File: src/rtl/secuenciador_etapas_pkg.sv
// Shared definitions for the stage sequencer: FSM encoding and stage limits.
package secuenciador_etapas_pkg;

  typedef enum logic [1:0] {
    IDLE  = 2'd0,
    RUN   = 2'd1,
    PAUSE = 2'd2,
    DONE  = 2'd3
  } fsm_estado_e;

  localparam int         NUM_ETAPAS   = 6;
  localparam logic [2:0] ULTIMA_ETAPA = 3'(NUM_ETAPAS - 1);

endpackage

File: src/rtl/secuenciador_etapas_detector_flanco.sv
// Registered rising-edge detector: one pulse per low-to-high transition.
module detector_flanco (
  input  logic clk,
  input  logic rst,
  input  logic senal_i,
  output logic flanco_o
);

  logic previo_q;
  logic flanco_q;

  always_ff @(posedge clk) begin
    if (rst) begin
      previo_q <= 1'b0;
      flanco_q <= 1'b0;
    end else begin
      previo_q <= senal_i;
      flanco_q <= senal_i & ~previo_q;
    end
  end

  assign flanco_o = flanco_q;

endmodule

File: src/rtl/secuenciador_etapas.sv
// Credit-gated sequencer stepping estado through stages 0..5 for ControlEstado,
// with coin counting, pause and cancel.
module secuenciador_etapas #(
  parameter int PRECIO   = 2,
  parameter int CRED_W   = 4,
  parameter int CRED_MAX = 15,
  parameter int DUR_W    = 8,
  parameter int DUR      = 100
) (
  input  logic              clk,
  input  logic              rst,
  input  logic              moneda,
  input  logic              inicio,
  input  logic              pausa,
  input  logic              cancelar,
  output logic [2:0]        estado,
  output logic              avance,
  output logic              credito,
  output logic [CRED_W-1:0] creditos,
  output logic              ocupado,
  output logic              fin
);

  import secuenciador_etapas_pkg::*;

  localparam logic [DUR_W-1:0] TIMER_FIN  = DUR_W'(DUR - 1);
  localparam logic [CRED_W:0]  PRECIO_EXT = (CRED_W + 1)'(PRECIO);
  localparam logic [CRED_W:0]  MAX_EXT    = (CRED_W + 1)'(CRED_MAX);

  logic moneda_ev;
  logic inicio_ev;

  detector_flanco u_flanco_moneda (
    .clk      (clk),
    .rst      (rst),
    .senal_i  (moneda),
    .flanco_o (moneda_ev)
  );

  detector_flanco u_flanco_inicio (
    .clk      (clk),
    .rst      (rst),
    .senal_i  (inicio),
    .flanco_o (inicio_ev)
  );

  fsm_estado_e       fsm_q, fsm_d;
  logic [2:0]        etapa_q, etapa_d;
  logic [DUR_W-1:0]  timer_q, timer_d;
  logic [CRED_W-1:0] cred_q, cred_d;
  logic              avance_q, avance_d;
  logic              credito_q, credito_d;
  logic              ocupado_q, ocupado_d;
  logic              fin_q, fin_d;

  logic [CRED_W:0]   disponible;
  logic              arranque;

  // A coin arriving in the same cycle as a start request counts toward the price.
  always_comb begin
    disponible = {1'b0, cred_q} + {{CRED_W{1'b0}}, moneda_ev};
    if (disponible > MAX_EXT) begin
      disponible = MAX_EXT;
    end
    arranque = (fsm_q == IDLE) && inicio_ev && (disponible >= PRECIO_EXT);
    if (arranque) begin
      cred_d = CRED_W'(disponible - PRECIO_EXT);
    end else begin
      cred_d = disponible[CRED_W-1:0];
    end
  end

  always_comb begin
    fsm_d   = fsm_q;
    etapa_d = etapa_q;
    timer_d = timer_q;

    unique case (fsm_q)
      IDLE: begin
        etapa_d = 3'd0;
        timer_d = '0;
        if (arranque) begin
          fsm_d = RUN;
        end
      end

      RUN: begin
        if (cancelar) begin
          fsm_d   = IDLE;
          etapa_d = 3'd0;
          timer_d = '0;
        end else if (pausa) begin
          fsm_d = PAUSE;
        end else if (timer_q == TIMER_FIN) begin
          timer_d = '0;
          if (etapa_q == ULTIMA_ETAPA) begin
            fsm_d   = DONE;
            etapa_d = 3'd0;
          end else begin
            etapa_d = etapa_q + 3'd1;
          end
        end else begin
          timer_d = timer_q + DUR_W'(1);
        end
      end

      PAUSE: begin
        if (cancelar) begin
          fsm_d   = IDLE;
          etapa_d = 3'd0;
          timer_d = '0;
        end else if (!pausa) begin
          fsm_d = RUN;
        end
      end

      DONE: begin
        fsm_d   = IDLE;
        etapa_d = 3'd0;
        timer_d = '0;
      end

      default: begin
        fsm_d   = IDLE;
        etapa_d = 3'd0;
        timer_d = '0;
      end
    endcase

    avance_d  = (fsm_d == RUN);
    credito_d = (fsm_d == RUN) || (fsm_d == PAUSE);
    ocupado_d = (fsm_d == RUN) || (fsm_d == PAUSE);
    fin_d     = (fsm_d == DONE);
  end

  // Outputs are decoded from the next state so they line up with the state register.
  always_ff @(posedge clk) begin
    if (rst) begin
      fsm_q     <= IDLE;
      etapa_q   <= 3'd0;
      timer_q   <= '0;
      cred_q    <= '0;
      avance_q  <= 1'b0;
      credito_q <= 1'b0;
      ocupado_q <= 1'b0;
      fin_q     <= 1'b0;
    end else begin
      fsm_q     <= fsm_d;
      etapa_q   <= etapa_d;
      timer_q   <= timer_d;
      cred_q    <= cred_d;
      avance_q  <= avance_d;
      credito_q <= credito_d;
      ocupado_q <= ocupado_d;
      fin_q     <= fin_d;
    end
  end

  assign estado   = etapa_q;
  assign avance   = avance_q;
  assign credito  = credito_q;
  assign creditos = cred_q;
  assign ocupado  = ocupado_q;
  assign fin      = fin_q;

endmodule

File: config.mk
export PLATFORM = sky130hd
export DESIGN_NAME = secuenciador_etapas
export DESIGN_NICKNAME = d
export VERILOG_FILES = /design/src/rtl/secuenciador_etapas_pkg.sv /design/src/rtl/secuenciador_etapas_detector_flanco.sv /design/src/rtl/secuenciador_etapas.sv
export SDC_FILE = /design/constraint.sdc
export NUM_CORES = 1
export LEC_CHECK = 0
export CORE_ASPECT_RATIO = 1.5
export CORE_MARGIN = 5
export CORE_UTILIZATION = 25
export CTS_CLUSTER_SIZE = 16
export DETAILED_ROUTE_END_ITERATION = 12
export SLEW_MARGIN = 20
export SYNTH_ARGS = -nofsm -noshare
export SYNTH_HDL_FRONTEND = slang
export SYNTH_HIERARCHICAL = 1
export SYNTH_SLANG_ARGS = --single-unit
File: constraint.sdc
create_clock -name clk -period 2.73 [get_ports clk]
set_clock_uncertainty 0.2 [all_clocks]
set_input_delay 0.546 -clock clk [delete_from_list [all_inputs] [get_ports clk]]
set_output_delay 0.546 -clock clk [all_outputs]
set_load 0.05 [all_outputs]
==> flow_summary.yaml, run 1 <==
timing:
  max_freq_mhz: 403
  setup_viol: 0
  tightest_slew_ns: 0.568
  worst_slack_ns: 0.249
  period_needed_ns: 2.48
  hold_viol_final: 0
  grt_setup_unrepaired: "false"
  slew_headroom_pct: 62.0
  slew_viol_final: 0
  setup_tns_ns: 0
  fin_crit_sh_pct: 90.9
logic_synthesis:
  synth_nets: 139
  synthFlopType: "dfxtp_1"
  avgSynthCellArea_um2: 9.46
  synth_edf_count: 0
  postSynthCellCount: 128
  ys_ff_latch: 24
  ys_warn_count: 6
  synthArstFlopShare_pct: 0
  ys_types: 39
  synth_area_um2: 1210
  seq_area_frac_synth_pct: 39.7
finish:
  area_delta_synth_final_pct: 25.0
  stdcell_count: 213
  mostFrequentLayoutCells: "dfxtp_1, clkdlybuf4s50_1, nor2_1, nand2_1, a21oi_1"
  diodes: 0
  fin_nets: 159
  final_common_cell: "dfxtp_1"
  drive_above_1_share_pct: 14.3
clock_tree:
  cts_buffer_depth: 2
  cts_htree_levels: 1
  post_cts_buffers: 0
  cts_resized: 0
  cts_made_buffers: 3
  hold_buffers: 0
  clock-root-buffer: "clkbuf_8"
  cts.sinks: 24
  clk_latency_ns: 0.27
  cts.reportedPaths.clkPinSlew_ns: 0.08
  tritoncts: "done"
global_routing:
  antenna_found_initial: 0
  grt_pass1_vias: 991
  grt_overflow: 0
  grt_usage_pct: 8.71
  grt_max_degree: 16
  grt_pass1_wl_um: 4320
floorplanning:
  dieArea_um2: 6370
  die_x_um: 66.8
  start_util_pct: 25.4
  core_um2: 4770
  io-pin-count: 17
  core.rowCount: 31
  chipHeight_um: 95.2
worst_hold_path:
  hold_path.class: "register to register"
  hold_start: "u_flanco_inicio/previo_q$_SDFF_PP0_"
  hold_path_depth: 1
  whs_endpoint: "u_flanco_inicio/flanco_o$_SDFF_PP0_"
routing:
  drtPass1Iterations: 3
  drc: 0
  drt-vias-per-instance: 4.60
  vias: 980
  wire_per_inst_um: 11.9
  drt-initial-drc-count: 66
  postRouteAntennaNets: 0
  routed_wl_um: 2530
critical_path:
  path_class: "register to register"
  reg2reg_to: "creditos[2]$_SDFF_PP0_"
  rr_worst_depth: 9
  endpoint_kind: "register"
  cp.required_ns: 2.70
  worstPathArrival_ns: 2.45
  r2r_start: "creditos[0]$_SDFF_PP0_"
  start_kind: "register"
  ff2ff_setup_slack_ns: 0.25
  crit_fanout: 5
  crit_start: "creditos[0]$_SDFF_PP0_"
place:
  hpwl_um: 1910
  port_buffers: 16
  routabilityCongestion: 0.859
  place_ws_ns: 0.184
  placed_cells: 209
job:
  drv_cap: 0
pwr:
  leakage_nw: 0.516
  irDropWorstVdd_mv: 0.160
  power_density_nw_per_um2: 513
status:
  status: "completed"
-- worst max path at each step --
stage / slack [ns] / depth (start not counted) / endpoint
CTS: 0.24 / 9 / creditos[2]$_SDFF_PP0_
global placement: 0.21 / 5 / timer_q[7]$_SDFFE_PP0P_
global route: 0.1 / 8 / creditos[2]$_SDFF_PP0_
floorplan: 0.05 / 9 / ocupado$_SDFF_PP0_
finish: 0.25 / 9 / creditos[2]$_SDFF_PP0_
detailed placement: 0.18 / 5 / timer_q[7]$_SDFFE_PP0P_
-- per-layer routing --
metal / global-route usage, % / routed length (um) / vias to the layer above
li1: - / - / 507
met1: 10.2 / 1160 / 453
met2: 15.2 / 1230 / 14
met3: 1.77 / 92 / 6
met4: 3.56 / 51 / 0
met5: 0 / 0 / -
-- stage by stage --
| stage | util (%) | area, um^2 | power, mW | hold slack, ns |
|---|---|---|---|---|
| 2_1_floorplan | - | 1210 | 0.436 | 0.187 |
| 3_3_place_gp | 30.2 | 1440 | 0.469 | 0.192 |
| 3_5_place_dp | 30.2 | 1440 | 0.470 | 0.199 |
| 4_1_cts | 31.7 | 1510 | 0.789 | 0.208 |
| 5_1_grt | 31.7 | 1510 | 0.812 | 0.225 |
| 6_report | 31.7 | 1510 | 0.776 | 0.204 |
-- sequential cells by signal, indices dropped and copies added, names as in the netlist --
signal                    flops
timer_q                       8
creditos                      4
estado                        3
fsm_q                         2
avance                        1
fin                           1
ocupado                       1
u_flanco_inicio/flanco_o      1
u_flanco_inicio/previo_q      1
u_flanco_moneda/flanco_o      1
u_flanco_moneda/previo_q      1
-- critical path, cell delays in order, from the launching register on --
cell     delay (ns)
dfxtp_1        0.33
ha_1           0.23
ha_1           0.24
or2_2          0.30
nand2_1        0.09
ha_1           0.16
inv_1          0.05
o31ai_2        0.26
buf_4          0.19
mux2_2         0.33
-- where the power goes --
| group | internal (mW) | total [mW] | switching (mW) |
|---|---|---|---|
| combinational | 0.0406 | 0.0937 | 0.0531 |
| sequential | 0.359 | 0.367 | 0.00792 |
| clock | 0.196 | 0.315 | 0.119 |
-- Yosys cell counts (2+ instances only) --
| master | n | area (um^2) |
|---|---|---|
| and3b_1 | 2 | 17.5 |
| inv_1 | 2 | 7.51 |
| nor2_1 | 12 | 45.0 |
| or4_4 | 2 | 22.5 |
| nor3b_1 | 2 | 15.0 |
| nand3_1 | 4 | 20.0 |
| a31oi_1 | 4 | 25.0 |
| nand4_1 | 3 | 18.8 |
| ha_1 | 5 | 62.6 |
| o31ai_1 | 4 | 30.0 |
| nor2b_1 | 5 | 31.3 |
| nand2b_1 | 2 | 12.5 |
| dfxtp_1 | 24 | 480 |
| mux2_2 | 2 | 22.5 |
| nor3b_2 | 3 | 37.5 |
| a21oi_1 | 8 | 40.0 |
| buf_6 | 2 | 22.5 |
| nor3_1 | 3 | 15.0 |
| or3_1 | 2 | 12.5 |
| nand3b_1 | 3 | 22.5 |
| xnor2_1 | 6 | 52.6 |
| nor4_1 | 3 | 18.8 |
| nand2_1 | 9 | 33.8 |
-- logic make-up (layout without fill, tap and decap cells) --
kind of cell	after synthesis	in the layout	share of synthesized area, %
adders and majority gates	5	5	5.17
DFF	24	24	39.7
and+or+nand+nor	59	59	30.5
muxes	2	2	1.86
buffers and inverters	6	25	3.41
xor gates and xnor gates	6	6	4.34
AOI/OAI and AO/OA	26	26	15.1
-- final cells by class --
cell class / instances / area [um^2]
fill: 488 / 3260
multi-input combinational: 98 / 689
sequential: 24 / 480
timing repair buffer: 19 / 183
tap: 66 / 82.6
clock buffer: 3 / 41.3
clock inverter: 1 / 30.0
inverter: 2 / 7.51
Note: power is estimated with default switching activity, not from simulation.
==> inputs of run 2 (changes only) <==
==> constraint.sdc (replaced) <==
create_clock -name clk -period 2.8 [get_ports clk]
set_clock_uncertainty 0.2 [all_clocks]
set_input_delay 0.56 -clock clk [delete_from_list [all_inputs] [get_ports clk]]
set_output_delay 0.56 -clock clk [all_outputs]
set_load 0.05 [all_outputs]
==> run 2 against run 1 <==
  * Non-clock buffer count unchanged
  * Global-route usage rose by 0.25 points
  * Routed wire length is 0.28% higher
  * Largest cell class unchanged
==> flow_summary.yaml, run 2 (synthesis gave the netlist of run 1 again) <==
critical_path:
  worstPathArrival_ns: 2.43
  endpoint_kind: "register"
  critPathMostFrequentCell: "ha_1"
  crit_family: "adder cells"
  ff2ff_setup_slack_ns: 0.31
  critPathBufInv: 2
  path_class: "register to register"
  crit_fanout: 5
  start_kind: "register"
  path_cells: "ha_1 -> ha_1 -> or2_2 -> nand2_1 -> ha_1 -> inv_1 -> o31ai_2 -> buf_4 -> nand2_1 -> ha_1 -> nor2_1"
  critPathMaxStageDelay_ns: 0.32
  cp.required_ns: 2.74
  critPathSlowestCell: "dfxtp_1"
place:
  dpl_cell_area_um2: 1440
  routabilityCongestion: 0.871
  port_buffers: 16
  hpwl_um: 1970
worst_hold_path:
  hold_path.class: "register to register"
routing:
  routed_wl_um: 2540
  postRouteAntennaNets: 0
  drc: 0
  vias: 983
  wire_per_inst_um: 11.9
  drtPass1Iterations: 2
  drt-initial-drc-count: 29
  drt-vias-per-instance: 4.62
pwr:
  leakage_nw: 0.516
  irDropWorstVdd_mv: 0.179
  power_density_nw_per_um2: 496
  finalPower_mw: 0.751
global_routing:
  grt_usage_pct: 8.95
  grt_pass1_wl_um: 4440
  antenna_found_initial: 0
  grt_max_degree: 16
  grt_overflow: 0
  grt_pass1_vias: 992
timing:
  slew_viol_final: 0
  setup_tns_ns: 0
  setup_viol: 0
  hold_viol_final: 0
  period_needed_ns: 2.49
  grt_setup_unrepaired: "false"
  fin_crit_sh_pct: 88.8
  tightest_slew_ns: 0.567
  slew_headroom_pct: 62.1
  max_freq_mhz: 402
finish:
  mostFrequentLayoutCells: "dfxtp_1, clkdlybuf4s50_1, nor2_1, nand2_1, a21oi_1"
  drive_above_1_share_pct: 14.3
  diodes: 0
  final_common_cell: "dfxtp_1"
  top_register: "timer_q"
  finish.utilization_pct: 31.7
  fin_area_um2: 1510
  fin_nets: 159
  largest_reg_flops: 8
  area_delta_synth_final_pct: 25.0
floorplanning:
  core.rowCount: 31
  start_util_pct: 25.4
  core_um2: 4770
  dieArea_um2: 6370
  chipHeight_um: 95.2
  io-pin-count: 17
  die_x_um: 66.8
clock_tree:
  cts.sinks: 24
  post_cts_buffers: 0
  hold_buffers: 0
  cts.reportedPaths.clkPinSlew_ns: 0.08
  cts_buffer_depth: 2
  tritoncts: "done"
  cts_htree_levels: 1
  clock-root-buffer: "clkbuf_8"
  cts_resized: 0
  clk_latency_ns: 0.26
  cts_made_buffers: 3
status:
  status: "completed"
job:
  drv_cap: 0
run 2: cell counts in the layout (fill, tap and decap cells not counted):
No cell type changed its count.
run 2: worst register-to-register path, stage by stage (launching register included):
cell and delay [ns]:
dfxtp_1 0.32, ha_1 0.23, ha_1 0.25, or2_2 0.30, nand2_1 0.09, ha_1 0.16, inv_1 0.05, o31ai_2 0.22
buf_4 0.18, nand2_1 0.06, ha_1 0.27, nor2_1 0.04
run 2: report_power, final:
part / internal (mW) / switching (mW) / total (mW)
combinational: 0.0397 / 0.0516 / 0.0913
sequential: 0.350 / 0.00794 / 0.358
clock: 0.191 / 0.110 / 0.301
run 2: path summary, 6_finish.rpt:
kind                                       start                                  end  cells past startpoint
max reg2reg               creditos[0]$_SDFF_PP0_                   ocupado$_SDFF_PP0_                     11
min reg2reg  u_flanco_inicio/previo_q$_SDFF_PP0_  u_flanco_inicio/flanco_o$_SDFF_PP0_                      1
max                       creditos[0]$_SDFF_PP0_                   ocupado$_SDFF_PP0_                     11
min          u_flanco_inicio/previo_q$_SDFF_PP0_  u_flanco_inicio/flanco_o$_SDFF_PP0_                      1
run 2: routing by layer:
layer,part of all wire [%],track usage [%],vias up
met5,0,0,-
met4,2.2,4.92,0
met3,2.8,1.53,4
met2,49,15.4,14
met1,46,10.3,457
li1,-,-,508
run 2: cell type report:
class / count / area, um^2
fillers: 504 / 3260
multi-input cells: 98 / 689
flip-flops and latches: 24 / 480
repair buffers: 19 / 183
well taps: 66 / 82.6
clock buffers: 3 / 41.3
clock inverters: 1 / 30.0
inverters: 2 / 7.51
run 2: through the flow:
stage / hold slack [ns] / worst slack, ns / cells
6_report: 0.213 / 0.313 / 213
3_3_place_gp: 0.199 / 0.265 / 209
3_5_place_dp: 0.201 / 0.244 / 209
4_1_cts: 0.215 / 0.290 / 213
5_1_grt: 0.219 / 0.117 / 213
2_1_floorplan: 0.187 / 0.120 / 128
==> inputs of run 3 (changes only) <==
--- a/config.mk
+++ b/config.mk
@@ -10,6 +10,7 @@
 export CORE_UTILIZATION = 25
 export CTS_CLUSTER_SIZE = 16
 export DETAILED_ROUTE_END_ITERATION = 12
+export SKIP_LAST_GASP = 1
 export SLEW_MARGIN = 20
 export SYNTH_ARGS = -nofsm -noshare
 export SYNTH_HDL_FRONTEND = slang
==> results of run 3 <==
Final layout, timing and power as in run 2 (identical DEF).
